===== src/rtl/muldiv_unit.sv =====
// Iterative signed/unsigned multiply/divide unit with HI/LO result registers.
// Shift-add multiply, restoring divide, one bit per cycle plus a sign-fix cycle.
module muldiv_unit #(
  parameter int WIDTH = 32,
  parameter int CNT_W = $clog2(WIDTH) + 1
) (
  input  logic             clk,
  input  logic             rst_n,
  input  logic             start,
  input  logic [2:0]       op,
  input  logic [WIDTH-1:0] a,
  input  logic [WIDTH-1:0] b,
  input  logic             cancel,
  output logic             busy,
  output logic             done,
  output logic [WIDTH-1:0] hi,
  output logic [WIDTH-1:0] lo
);

  typedef enum logic [1:0] {
    IDLE,
    CALC,
    FIX
  } state_t;

  localparam logic [2:0] OP_MTHI = 3'b100;
  localparam logic [2:0] OP_MTLO = 3'b101;
  localparam logic [CNT_W-1:0] LAST = CNT_W'(WIDTH - 1);

  state_t state, state_nx;

  logic [CNT_W-1:0]   cnt;
  logic [2*WIDTH-1:0] acc;
  logic [WIDTH-1:0]   dvs;
  logic               is_div;
  logic               neg_s;
  logic               neg_r;

  logic               md_op;
  logic               sgn;
  logic [WIDTH-1:0]   ua;
  logic [WIDTH-1:0]   ub;

  logic [WIDTH:0]     msum;
  logic [WIDTH:0]     dtry;
  logic [2*WIDTH-1:0] mul_nx;
  logic [2*WIDTH-1:0] div_nx;
  logic [2*WIDTH-1:0] prod;
  logic [WIDTH-1:0]   qf;
  logic [WIDTH-1:0]   rf;

  assign md_op = ~op[2];
  assign sgn   = ~op[0];
  assign ua    = (sgn && a[WIDTH-1]) ? -a : a;
  assign ub    = (sgn && b[WIDTH-1]) ? -b : b;

  // multiply: acc = {partial, multiplier}, LSB of acc selects the add
  assign msum   = {1'b0, acc[2*WIDTH-1:WIDTH]}
                + {1'b0, (acc[0] ? dvs : {WIDTH{1'b0}})};
  assign mul_nx = {msum, acc[WIDTH-1:1]};

  // divide: acc = {remainder, dividend/quotient}, trial on shifted rem
  assign dtry   = acc[2*WIDTH-1:WIDTH-1] - {1'b0, dvs};
  assign div_nx = dtry[WIDTH]
                ? {acc[2*WIDTH-2:0], 1'b0}
                : {dtry[WIDTH-1:0], acc[WIDTH-2:0], 1'b1};

  assign prod = neg_s ? -acc : acc;
  assign qf   = neg_s ? -acc[WIDTH-1:0] : acc[WIDTH-1:0];
  assign rf   = neg_r ? -acc[2*WIDTH-1:WIDTH] : acc[2*WIDTH-1:WIDTH];

  assign busy = (state != IDLE);

  always_ff @(posedge clk or negedge rst_n) begin
    if (!rst_n) state <= IDLE;
    else        state <= state_nx;
  end

  always_comb begin
    state_nx = state;
    unique case (state)
      IDLE: if (start && md_op) state_nx = CALC;
      CALC: begin
        if (cancel)           state_nx = IDLE;
        else if (cnt == LAST) state_nx = FIX;
      end
      FIX:     state_nx = IDLE;
      default: state_nx = IDLE;
    endcase
  end

  always_ff @(posedge clk or negedge rst_n) begin
    if (!rst_n) begin
      cnt    <= '0;
      acc    <= '0;
      dvs    <= '0;
      is_div <= 1'b0;
      neg_s  <= 1'b0;
      neg_r  <= 1'b0;
      hi     <= '0;
      lo     <= '0;
      done   <= 1'b0;
    end else begin
      done <= 1'b0;
      unique case (state)
        IDLE: begin
          if (start) begin
            unique case (1'b1)
              md_op: begin
                cnt    <= '0;
                is_div <= op[1];
                neg_s  <= sgn & (a[WIDTH-1] ^ b[WIDTH-1]);
                neg_r  <= sgn & op[1] & a[WIDTH-1];
                acc    <= {{WIDTH{1'b0}}, (op[1] ? ua : ub)};
                dvs    <= op[1] ? ub : ua;
              end
              (op == OP_MTHI): hi <= a;
              (op == OP_MTLO): lo <= a;
              default: ;
            endcase
          end
        end
        CALC: begin
          if (!cancel) begin
            acc <= is_div ? div_nx : mul_nx;
            cnt <= cnt + CNT_W'(1);
          end
        end
        FIX: begin
          if (!cancel) begin
            done <= 1'b1;
            if (is_div) begin
              hi <= rf;
              lo <= qf;
            end else begin
              hi <= prod[2*WIDTH-1:WIDTH];
              lo <= prod[WIDTH-1:0];
            end
          end
        end
        default: ;
      endcase
    end
  end

endmodule

===== config.mk =====
export PLATFORM = sky130hd
export DESIGN_NAME = muldiv_unit
export DESIGN_NICKNAME = d
export VERILOG_FILES = /design/src/rtl/muldiv_unit.sv
export SDC_FILE = /design/constraint.sdc
export NUM_CORES = 1
export LEC_CHECK = 0
export ABC_AREA = 1
export BUFFER_PORTS_ARGS = -buffer_cell sky130_fd_sc_hd__buf_4
export CORE_AREA = 2 2 248 250
export CTS_CLUSTER_SIZE = 8
export DETAILED_ROUTE_END_ITERATION = 10
export DIE_AREA = 0 0 250 252
export GPL_TIMING_DRIVEN = 0
export PLACE_DENSITY = 0.43
export SLEW_MARGIN = 40
export SYNTH_ARGS = -nofsm -noshare
export SYNTH_HDL_FRONTEND = slang
export SYNTH_SLANG_ARGS = --single-unit

===== constraint.sdc =====
create_clock -name clk -period 3.4 [get_ports clk]
set_input_delay 0.68 -clock clk [delete_from_list [all_inputs] [get_ports clk]]
set_output_delay 0.68 -clock clk [all_outputs]
set_load 0.005 [all_outputs]

==> out/metrics.csv <==
stage,metric,value,unit
synth,Cells after Synth,3045,
sta,hold slack final,0.0628,ns
sta,Clock Skews,0.0193,ns
sta,Slew @ Worst Pin,0.885,ns
grt,largest net degree at the start of global routing,66,
pwr,"Power, Total",16.8,mW
cells_and_area,register area,4300,um^2
clock_tree,CTS Sinks,172,
clock_tree,H-tree Lvls,4,
synth,"top cells by area, synth","dfrtp_1 24%, nand2_1 19%, inv_1 8.7%",
clock_tree,CTS tree,built,
cells_and_area,Antenna Cells,0,
synth,Synth cell types,54,
grt,Global Route Usage Sum,30.7,%
pwr,worst vdd ir,0.421,mV
synth,syn nets,3187,
sta,hold violation total from the final report,0,
grt,initial antenna violation count,1,
synth,yosys warns,0,
drt,DR WL/cell,24.5,um
sta,final setup fails,0,
worst_setup_path,Buf/Inv on CP,5,
clock_tree,Worst-path clk slew,0.08,ns
worst_setup_path,critical setup path kind,reg -> reg,
clock_tree,CTS Root Cell,clkbuf_16,
clock_tree,# hold bufs at CTS,0,
worst_setup_path,nature of the critical path endpoint,flip-flop,
cells_and_area,Multi-input gate area,11500,um^2
worst_setup_path,Critical Path Most Common Cell,nand2_1,
status,status,completed,
sta,Rel. slew slack,41.0,%
drt,drt first pass iters,8,
job,maxcap violations,0,
cells_and_area,Layout Area Growth over Synthesis,15.0,%
sta,Final Cycle Share,93.0,%
cells_and_area,final cell count without fillers,3995,
synth,"Seq/Total Area, Yosys",24.0,%
worst_setup_path,Worst Path Arrival,3.56,ns
worst_setup_path,CP max stage cell,fa_1,
synth,Synth area leader,dfrtp_1,
drt,DR iter-0 viols,1817,
synth,"FF+latch count, synth",172,
synth,Synth Flop Type,dfrtp_1,
worst_setup_path,CP Cell Sequence,buf_6 -> nand2_1 -> inv_1 -> ha_1 -> inv_1 -> fa_1 -> inv_1 -> nand2_1 -> o21ai_2 -> nand2_1 -> nand2_1 -> nand2_1 -> nand2_1 -> nand2_1 -> nand3_1 -> nand3_1 -> nand2_1 -> inv_1 -> nand2_1 -> nand2_1,
synth,share of the synthesized area in the top cell type,24.0,%
grt,met1 global-route usage,43.9,%
worst_setup_path,CP max FO,17,
sta,total negative slack,0,ns
synth,Post-Syn Area per Cell,5.88,um^2
clock_tree,Longest Clk Path Bufs,2,
placement,Detail Placement HPWL,82.8,mm
sta,Final Critical Period,3.16,ns
placement,Setup WS pre-CTS,-0.583,ns
placement,placed cell area,20000,um^2
drt,detailed-route wire length,98.0,mm
cells_and_area,nets,3342,
grt,vias in the first global route,20134,
die,core area,60100,um^2
grt,grt total ovfl,0,
die,Die Span Y,252,um
worst_setup_path,Worst path top cell family by delay,simple AND/OR/NAND/NOR gates,
sta,RSZ-0062 raised after global routing,false,
drt,DRC,0,
sta,fmax,316,MHz
placement,IO Port Bufs,135,
die,Starting Density,29.8,%
worst_setup_path,max incr delay on CP,0.45,ns
pwr,P_leak,10.5,nW
drt,Post-DRT Antenna Nets,0,
placement,Routability Congestion,0.977,
grt,global-route wire length before repair,139,mm
die,die extent in x,250,um
grt,gr busiest metal,met2,
synth,Post-synth EDFFs,0,
placement,dpl cells,3964,
clock_tree,Clock Latency Late Sink,0.50,ns
die,Ports,137,
pwr,PwrDens,817,nW/um^2
worst_setup_path,CP startpoint kind,flip-flop,
die,row count,90,
worst_hold_path,hold crit path type,in -> async,
cells_and_area,Finished Cell Area,20600,um^2
worst_setup_path,worst path required time,3.79,ns
grt,M2 GR Usage,47.4,%
drt,via density per instance,5.31,
drt,total number of vias,21232,
synth,"Cell Area, Synth",17900,um^2
cells_and_area,share of layout cells above drive strength 1,9.03,%
sta,Slew Limit Fails,0,
sta,final setup margin,0.237,ns
die,Die ar.,63000,um^2
clock_tree,CTS Buf Count,17,
cells_and_area,Final Util,34.3,%
synth,fraction of registers with async set/reset,100,%
grt,GR Util met3,3.49,%
cells_and_area,Filler Cell Count,6871,
-- power breakdown --
part / switching (mW) / internal [mW]
logic: 7.12 / 3.43
registers: 1.41 / 2.64
clock network: 1.03 / 1.20
total: 9.56 / 7.27
-- placed cells by master (no fill, tap or decap), drive strengths merged, types with 8 or more instances in the layout --
master and instances:
clkbuf 73, buf 182, nand3 291, xnor2 20
inv 428, ha 69, o211ai 26, nor3 28
xor2 35, a22oi 17, o21ai 177, dfrtp 172
nand2 919, or2 9, o221ai 17, a31oi 45
nand3b 20, nor2 415, o21bai 8, a21oi 177
nand4 43
-- synth_stat cells, types with 2 or more instances --
master / count
o21ai_0: 156
buf_1: 15
nor2_4: 6
and2_1: 3
nor4_1: 3
buf_2: 22
clkbuf_1: 55
xor2_1: 35
a21oi_2: 2
nand4_1: 43
nand3_1: 275
nand2_4: 2
a21o_1: 5
xnor2_1: 20
o21bai_1: 8
inv_2: 7
or2_2: 9
nand3b_1: 19
o31ai_1: 7
nand3_2: 15
nor2_1: 394
fa_1: 2
o21ai_2: 2
o221ai_1: 17
nand2_1: 895
inv_1: 416
nor3_1: 25
nor3_2: 2
dfrtp_1: 172
and3_1: 2
buf_6: 5
a31oi_1: 45
a22oi_1: 17
clkinv_1: 3
o22ai_1: 2
ha_1: 69
nor2_2: 15
o211ai_1: 26
o21ai_1: 19
nand2_2: 22
a21oi_1: 175
-- sequential cells by signal, summed over array words and instances, names as in the netlist --
| signal | count |
|---|---|
| cnt | 6 |
| state | 2 |
| acc | 64 |
| neg_r | 1 |
| is_div | 1 |
| dvs | 32 |
| lo | 32 |
| hi | 32 |
| done | 1 |
| neg_s | 1 |
-- metal layers --
metal | vias to the layer above | part of all wire (%)
met5 | - | 0
met2 | 765 | 43
li1 | 10159 | -
met3 | 108 | 5.6
met1 | 10200 | 47
met4 | 0 | 3.6
-- worst paths after layout --
check                                    from                    to  slack [ns]  cells after the start
setup reg to reg           acc[0]$_DFFE_PN0P_   acc[53]$_DFFE_PN0P_        0.24                     20
min in group clk                       cancel        done$_DFF_PN0_        0.40                      2
max in group asynchronous               rst_n    hi[17]$_DFFE_PN0P_        2.23                      3
hold reg to reg            cnt[5]$_DFFE_PN0P_  state[1]$_DFFE_PN0P_        0.44                      1
setup / recovery           acc[0]$_DFFE_PN0P_   acc[53]$_DFFE_PN0P_        0.24                     20
hold / removal                          rst_n   dvs[30]$_DFFE_PN0P_        0.06                      1
-- final cells by class --
type	instances	share of cell area, %
clock buffers	19	2.15
repair buffers	137	5.22
inverters	427	7.79
well taps	782	4.75
flip-flops and latches	172	20.9
multi-input cells	2346	56.0
plain buffers	99	2.30
clock inverters	13	0.875
-- kinds of logic (layout without fill, tap and decap cells) --
group / after synthesis / in the layout / share of synthesized area [%]
simple gates: 1734 / 1734 / 41.3
compound gates: 485 / 485 / 15.3
xor+xnor: 55 / 55 / 2.69
buf+inv: 527 / 695 / 11.6
flops: 172 / 172 / 24.0
fa+ha+maj: 71 / 71 / 5.04
mux: 1 / 1 / 0.0559
-- timing repair --
item                       CTS  global route
buffers inserted             0             0
pin swaps                    0             0
gates resized for setup      1             4
setup endpoints to repair   12             7
Note: power is estimated with default switching activity, not from simulation.
